### src/rtl/lsu_writeback_pkg.sv
// Shared definitions for the LSU/writeback stage: RV32I access-size codes,
// FSM state encoding and the store-lane helper functions.
package lsu_writeback_pkg;

    localparam int LSU_XLEN   = 32;
    localparam int LSU_ADDR_W = 32;

    // funct3 access codes (loads and stores share the size encoding)
    localparam logic [2:0] F3_B  = 3'b000;  // LB / SB
    localparam logic [2:0] F3_H  = 3'b001;  // LH / SH
    localparam logic [2:0] F3_W  = 3'b010;  // LW / SW
    localparam logic [2:0] F3_BU = 3'b100;  // LBU
    localparam logic [2:0] F3_HU = 3'b101;  // LHU

    typedef enum logic [2:0] {
        ST_IDLE = 3'd0,
        ST_REQ  = 3'd1,
        ST_WAIT = 3'd2,
        ST_WB   = 3'd3,
        ST_ERR  = 3'd4
    } state_e;

    // An access traps on an unknown size code, an unsigned-store code, or a
    // half/word address that is not naturally aligned.
    function automatic logic access_traps(input logic       is_store,
                                          input logic [2:0] funct3,
                                          input logic [1:0] addr_lo);
        logic trap;
        case (funct3)
            F3_B:    trap = 1'b0;
            F3_BU:   trap = is_store;
            F3_H:    trap = addr_lo[0];
            F3_HU:   trap = is_store | addr_lo[0];
            F3_W:    trap = |addr_lo;
            default: trap = 1'b1;
        endcase
        return trap;
    endfunction

    // Byte strobes for a store; only legal (aligned) accesses reach here.
    function automatic logic [3:0] store_wmask(input logic [2:0] funct3,
                                               input logic [1:0] addr_lo);
        logic [3:0] mask;
        case (funct3)
            F3_B:    mask = 4'b0001 << addr_lo;
            F3_H:    mask = 4'b0011 << addr_lo;
            default: mask = 4'hF;
        endcase
        return mask;
    endfunction

    // Store data replicated across all lanes so the strobes pick the right one.
    function automatic logic [LSU_XLEN-1:0] store_wdata(input logic [2:0]          funct3,
                                                        input logic [LSU_XLEN-1:0] data);
        logic [LSU_XLEN-1:0] word;
        case (funct3)
            F3_B:    word = {4{data[7:0]}};
            F3_H:    word = {2{data[15:0]}};
            default: word = data;
        endcase
        return word;
    endfunction

endpackage

### src/rtl/lsu_writeback_load_extract.sv
// Combinational load formatter: selects the addressed byte/half from the
// returned word and sign- or zero-extends it according to funct3.
module load_extract
    import lsu_writeback_pkg::*;
#(
    parameter int XLEN = LSU_XLEN
) (
    input  logic [XLEN-1:0] rdata_i,
    input  logic [1:0]      addr_lo_i,
    input  logic [2:0]      funct3_i,
    output logic [XLEN-1:0] data_o
);

    logic [7:0]  byte_lane;
    logic [15:0] half_lane;

    // Lane select followed by extension
    always_comb begin
        byte_lane = rdata_i[8*addr_lo_i +: 8];
        half_lane = rdata_i[16*addr_lo_i[1] +: 16];
        case (funct3_i)
            F3_B:    data_o = {{(XLEN-8){byte_lane[7]}}, byte_lane};
            F3_BU:   data_o = {{(XLEN-8){1'b0}}, byte_lane};
            F3_H:    data_o = {{(XLEN-16){half_lane[15]}}, half_lane};
            F3_HU:   data_o = {{(XLEN-16){1'b0}}, half_lane};
            default: data_o = rdata_i;
        endcase
    end

endmodule

### src/rtl/lsu_writeback.sv
// Memory-access / writeback stage: takes one retiring instruction, performs
// at most one valid/ready memory access, and pulses the GPR write port.
module lsu_writeback
    import lsu_writeback_pkg::*;
#(
    parameter int XLEN   = LSU_XLEN,
    parameter int ADDR_W = LSU_ADDR_W
) (
    input  logic              clk,
    input  logic              rst,
    // EXU side
    input  logic              in_valid,
    output logic              in_ready,
    input  logic              in_is_load,
    input  logic              in_is_store,
    input  logic [2:0]        in_funct3,
    input  logic [ADDR_W-1:0] in_addr,
    input  logic [XLEN-1:0]   in_wdata,
    input  logic [4:0]        in_rd,
    input  logic [XLEN-1:0]   in_alu_result,
    // memory bus
    output logic              mem_req_valid,
    input  logic              mem_req_ready,
    output logic              mem_req_wen,
    output logic [ADDR_W-1:0] mem_req_addr,
    output logic [XLEN-1:0]   mem_req_wdata,
    output logic [3:0]        mem_req_wmask,
    input  logic              mem_resp_valid,
    input  logic [XLEN-1:0]   mem_resp_rdata,
    // GPR write port and status
    output logic              GPR_we,
    output logic [4:0]        GPR_writer,
    output logic [XLEN-1:0]   GPR_wd,
    output logic              done,
    output logic              misalign_err
);

    state_e              state_q,    state_d;
    logic                is_store_q, is_store_d;
    logic [2:0]          funct3_q,   funct3_d;
    logic [ADDR_W-1:0]   addr_q,     addr_d;
    logic [XLEN-1:0]     wdata_q,    wdata_d;
    logic [4:0]          rd_q,       rd_d;
    logic [XLEN-1:0]     wb_data_q,  wb_data_d;
    logic [XLEN-1:0]     load_data;

    load_extract #(.XLEN(XLEN)) u_load_extract (
        .rdata_i   (mem_resp_rdata),
        .addr_lo_i (addr_q[1:0]),
        .funct3_i  (funct3_q),
        .data_o    (load_data)
    );

    // State and latched instruction fields
    always_ff @(posedge clk or posedge rst) begin
        if (rst) begin
            state_q    <= ST_IDLE;
            is_store_q <= 1'b0;
            funct3_q   <= 3'b000;
            addr_q     <= '0;
            wdata_q    <= '0;
            rd_q       <= 5'd0;
            wb_data_q  <= '0;
        end else begin
            // NOTE: non-blocking so every register samples pre-edge values.
            state_q    <= state_d;
            is_store_q <= is_store_d;
            funct3_q   <= funct3_d;
            addr_q     <= addr_d;
            wdata_q    <= wdata_d;
            rd_q       <= rd_d;
            wb_data_q  <= wb_data_d;
        end
    end

    // Next-state logic and field capture
    always_comb begin
        // NOTE: hold-current defaults first, so no path leaves a latch behind.
        state_d    = state_q;
        is_store_d = is_store_q;
        funct3_d   = funct3_q;
        addr_d     = addr_q;
        wdata_d    = wdata_q;
        rd_d       = rd_q;
        wb_data_d  = wb_data_q;

        case (state_q)
            ST_IDLE: begin
                if (in_valid) begin
                    is_store_d = in_is_store;
                    funct3_d   = in_funct3;
                    addr_d     = in_addr;
                    wdata_d    = in_wdata;
                    rd_d       = in_rd;
                    wb_data_d  = in_alu_result;
                    if (!(in_is_load || in_is_store)) begin
                        state_d = ST_WB;
                    end else if (access_traps(in_is_store, in_funct3, in_addr[1:0])) begin
                        state_d = ST_ERR;
                    end else begin
                        state_d = ST_REQ;
                    end
                end
            end
            ST_REQ: begin
                if (mem_req_ready) begin
                    state_d = ST_WAIT;
                end
            end
            ST_WAIT: begin
                if (mem_resp_valid) begin
                    if (is_store_q) begin
                        state_d = ST_IDLE;
                    end else begin
                        wb_data_d = load_data;
                        state_d   = ST_WB;
                    end
                end
            end
            ST_WB:   state_d = ST_IDLE;
            ST_ERR:  state_d = ST_IDLE;
            default: state_d = ST_IDLE;
        endcase
    end

    // Outputs decoded from the current state; everything idles at zero
    always_comb begin
        in_ready      = 1'b0;
        mem_req_valid = 1'b0;
        mem_req_wen   = 1'b0;
        mem_req_addr  = '0;
        mem_req_wdata = '0;
        mem_req_wmask = 4'b0000;
        GPR_we        = 1'b0;
        GPR_writer    = 5'd0;
        GPR_wd        = '0;
        done          = 1'b0;
        misalign_err  = 1'b0;

        case (state_q)
            ST_IDLE: in_ready = 1'b1;
            ST_REQ: begin
                mem_req_valid = 1'b1;
                mem_req_wen   = is_store_q;
                mem_req_addr  = {addr_q[ADDR_W-1:2], 2'b00};
                if (is_store_q) begin
                    mem_req_wdata = store_wdata(funct3_q, wdata_q);
                    mem_req_wmask = store_wmask(funct3_q, addr_q[1:0]);
                end
            end
            ST_WAIT: done = mem_resp_valid & is_store_q;
            ST_WB: begin
                GPR_we     = (rd_q != 5'd0);
                GPR_writer = rd_q;
                GPR_wd     = wb_data_q;
                done       = 1'b1;
            end
            ST_ERR: begin
                done         = 1'b1;
                misalign_err = 1'b1;
            end
            default: ;
        endcase
    end

endmodule
### config.mk
export PLATFORM = sky130hd
export DESIGN_NAME = lsu_writeback
export DESIGN_NICKNAME = d
export VERILOG_FILES = /design/src/rtl/lsu_writeback_pkg.sv /design/src/rtl/lsu_writeback_load_extract.sv /design/src/rtl/lsu_writeback.sv
export SDC_FILE = /design/constraint.sdc
export NUM_CORES = 1
export LEC_CHECK = 0
export CAP_MARGIN = 20
export CORE_UTILIZATION = 41
export CTS_BUF_LIST = sky130_fd_sc_hd__clkbuf_8
export CTS_CLUSTER_SIZE = 14
export DETAILED_ROUTE_END_ITERATION = 8
export PLACE_DENSITY = 0.92
export RECOVER_POWER = 50
export SKIP_CTS_REPAIR_TIMING = 1
export SYNTH_ARGS = -nofsm -noshare
export SYNTH_HDL_FRONTEND = slang
export SYNTH_HIERARCHICAL = 1
export SYNTH_SLANG_ARGS = --single-unit
### constraint.sdc
create_clock -name clk -period 3.2 [get_ports clk]
set_clock_uncertainty 0.05 [all_clocks]
set_input_delay 0.32 -clock clk [delete_from_list [all_inputs] [get_ports clk]]
set_output_delay 0.32 -clock clk [all_outputs]
set_load 0.05 [all_outputs]
==> results.json <==
{
  "row_count": 44,
  "adder_cell_share_of_the_synthesized_area_pct": 0,
  "failed_checks": "design-rule violations, max-capacitance violations, max-slew violations",
  "fraction_of_the_cycle_the_final_worst_path_needs_pct": 93.1,
  "dr.pass1.iters": 9,
  "cts_inserted_buffers": 9,
  "design.final.nets": 959,
  "core_mm2": 0.0147,
  "syn_area_per_cell_um2": 10.8,
  "worst_r2r_startpoint": "state_q[1]",
  "synth_top_family_by_area": "multiplexers",
  "drv_cap": 2,
  "postSynthRegisterBits": 108,
  "grt_remaining_overflow": 0,
  "netlist_area_mm2": 0.00626,
  "fraction_of_final_layout_cells_with_drive_strength_greater_than_1_pct": 29.9,
  "cts_tree": "built",
  "power.density_mw_per_mm2": 907,
  "synthCells": 582,
  "synth_warnings": 6,
  "initial_core_util_pct": 42.6,
  "worst-setup-path-type": "register to output port",
  "die_height_um": 126,
  "worstSetupStartpointType": "register",
  "post-dp-hpwl_um": 14300,
  "total_vias_in_the_final_route": 5366,
  "wire_per_inst_um": 19.4,
  "xor_xnor_portion_of_the_synthesized_cell_area_pct": 0,
  "hold_viol": 0,
  "gp_routability_congestion": 0.935,
  "critical_path.max_fanout": 33,
  "r2r_slack_ns": 0.25,
  "outcome": "finished with violations",
  "worst_path_max_delay_cell": "sky130_fd_sc_hd__clkdlybuf4s50_1",
  "layout_commonest_cell": "sky130_fd_sc_hd__clkdlybuf4s50_1",
  "finalWorstSetupSlack_ns": 0.220,
  "critical_path.reg2reg.endpoint": "wdata_q[2]",
  "timing.slew.headroom_pct": -7.16,
  "dp_slack_ns": 0.422,
  "timing.critical_path.to": "mem_req_wdata[0]",
  "timing.critical_path.cells": "nor3b_4 -> buf_12 -> and3_1 -> clkdlybuf4s50_1",
  "grt_pass1_vias": 5691,
  "fp.dieArea_mm2": 0.0158,
  "startpoint": "state_q[1]",
  "number_of_antenna_violations_at_the_first_check_in_global_routing": 0,
  "ys.flop_type": "sky130_fd_sc_hd__dfrtp_1",
  "clock_tree.htree_level_count": 3,
  "cp_data_arrival_time_ns": 2.61,
  "tritoncts_num_sinks": 108,
  "design_power_total_uw": 8390,
  "worst_setup_path_end_kind": "output port",
  "vias_per_cell": 5.34,
  "post-route-drc-count": 22,
  "final.min_clock_period_ns": 2.98,
  "worst_setup_hold_path_clk_slew_ns": 0.11,
  "worst_skew_pair.late_latency_ns": 0.38,
  "yosys-mux-area-fraction_pct": 28.0,
  "grt_util_all_layers_pct": 25.0,
  "reg2reg_depth": 3,
  "detailedRoute.firstIterationViolations": 311,
  "ys_async_sr_fraction_pct": 100,
  "synth_cell_type_count": 46,
  "wl_final_um": 19500,
  "grt_start_max_net_pins": 109,
  "rsz0062_at_grt": "no",
  "layout.core_utilization_pct": 62.9,
  "most-common-layout-cells": "183 x sky130_fd_sc_hd__clkdlybuf4s50_1, 136 x sky130_fd_sc_hd__mux2_2, 108 x sky130_fd_sc_hd__dfrtp_1",
  "timing.critical_path.slowest_cell_delay_ns": 0.81,
  "cellLeakagePower_uw": 0.00391,
  "slew_viol_final": 173,
  "insertedDiodeCount": 0,
  "io_pins": 254,
  "postRouteAntennaNets": 0,
  "synth_sequential_area_ratio_pct": 43.1,
  "synth-compound-area-share_pct": 7.75,
  "worst_slew_pin_slew_ns": 1.61,
  "fmax_mhz": 336,
  "clockRootBuffer": "sky130_fd_sc_hd__clkbuf_8",
  "vdd_drop_max_v": 0.000461,
  "synth-simple-area-share_pct": 16.5,
  "worst_path_required_ns": 2.83,
  "holdCritPathClass": "register to register",
  "port-buffer-count": 251,
  "final_setup_violating_endpoints": 0,
  "fin_setup_tns_ns": 0,
  "cts-root-to-sink-buffers": 2,
  "floorplan.die.width_um": 126,
  "number_of_synthesized_flops_with_an_enable_pin": 0,
  "grt_first_pass_wirelength_um": 30500,
  "syn_to_final_growth_pct": 47.6
}
==> synth_stat cells, types with 2 or more instances <==
master | number | area [µm²]
sky130_fd_sc_hd__nand2b_1 | 2 | 12.5
sky130_fd_sc_hd__nor2b_1 | 5 | 31.3
sky130_fd_sc_hd__and2_1 | 67 | 419
sky130_fd_sc_hd__nand2_1 | 70 | 263
sky130_fd_sc_hd__or2_2 | 2 | 12.5
sky130_fd_sc_hd__a21oi_1 | 27 | 135
sky130_fd_sc_hd__a211oi_1 | 8 | 60.1
sky130_fd_sc_hd__buf_4 | 8 | 60.1
sky130_fd_sc_hd__mux2i_1 | 12 | 120
sky130_fd_sc_hd__mux2_2 | 136 | 1530
sky130_fd_sc_hd__mux2_1 | 7 | 78.8
sky130_fd_sc_hd__nand2_2 | 2 | 12.5
sky130_fd_sc_hd__a22oi_1 | 9 | 67.6
sky130_fd_sc_hd__and3_1 | 8 | 50.1
sky130_fd_sc_hd__inv_1 | 4 | 15.0
sky130_fd_sc_hd__buf_2 | 9 | 45.0
sky130_fd_sc_hd__nor2_1 | 19 | 71.3
sky130_fd_sc_hd__o21bai_1 | 2 | 15.0
sky130_fd_sc_hd__buf_6 | 8 | 90.1
sky130_fd_sc_hd__clkbuf_1 | 20 | 75.1
sky130_fd_sc_hd__o211ai_1 | 2 | 15.0
sky130_fd_sc_hd__o21ai_0 | 21 | 105
sky130_fd_sc_hd__nor3_1 | 3 | 15.0
sky130_fd_sc_hd__dfrtp_1 | 108 | 2700
sky130_fd_sc_hd__nor3b_4 | 2 | 37.5
==> flip-flops by register name, indices dropped and copies added, names as in the netlist <==
| signal | count |
|---|---|
| addr_q | 32 |
| funct3_q | 3 |
| is_store_q | 1 |
| rd_q | 5 |
| state_q | 3 |
| wb_data_q | 32 |
| wdata_q | 32 |
==> metal layers <==
| layer | global-route usage [%] | part of all wire (%) |
|---|---|---|
| met1 | 30.8 | 41 |
| met2 | 40.4 | 46 |
| met3 | 7.45 | 9.2 |
| met4 | 11.5 | 3.1 |
| met5 | 0 | 0 |
==> cell type report <==
type,instances,area (µm²)
Sequential cell,108,2700
Timing Repair Buffer,267,2830
Inverter,4,18.8
Tap cell,184,230
Clock buffer,9,124
Multi-Input combinational cell,426,3270
Fill cell,1165,5450
Clock inverter,6,63.8
==> stage by stage <==
stage / std cells / hold WS, ns / cell area [µm²]
global placement: 989 / 0.410 / 9100
global route: 1004 / 0.468 / 9250
finish: 1004 / 0.438 / 9250
floorplan: 583 / 0.399 / 6270
detailed placement: 989 / 0.418 / 9100
CTS: 1004 / 0.440 / 9290
==> worst max-delay path: cells and delay by family (launching register included) <==
family / cells / cell delay [ns]
and+or+nand+nor: 2 / 0.63
buffers and inverters: 2 / 1.04
DFF: 1 / 0.55
==> cell families after synthesis <==
kind of cell | count (synthesis)
AND/OR/NAND/NOR | 191
AO/OA/AOI/OAI | 77
other | 1
buffers and inverters | 49
flip-flops | 108
multiplexers | 156
==> worst min-delay path by stage <==
stage / endpoint / depth (start not counted) / from
global route: addr_q[19] / 2 / in_addr[19]
floorplan: wb_data_q[25] / 1 / wb_data_q[25]
detailed placement: wb_data_q[25] / 1 / wb_data_q[25]
finish: wb_data_q[25] / 1 / wb_data_q[25]
global placement: wb_data_q[25] / 1 / wb_data_q[25]
CTS: wb_data_q[1] / 3 / rst
==> report_power, final <==
group	leakage, µW	internal (µW)	switching, µW
sequential	0.00127	2070	525
clock	0.0000973	360	490
combinational	0.00254	2270	2680
(Power assumes the default switching activity.)
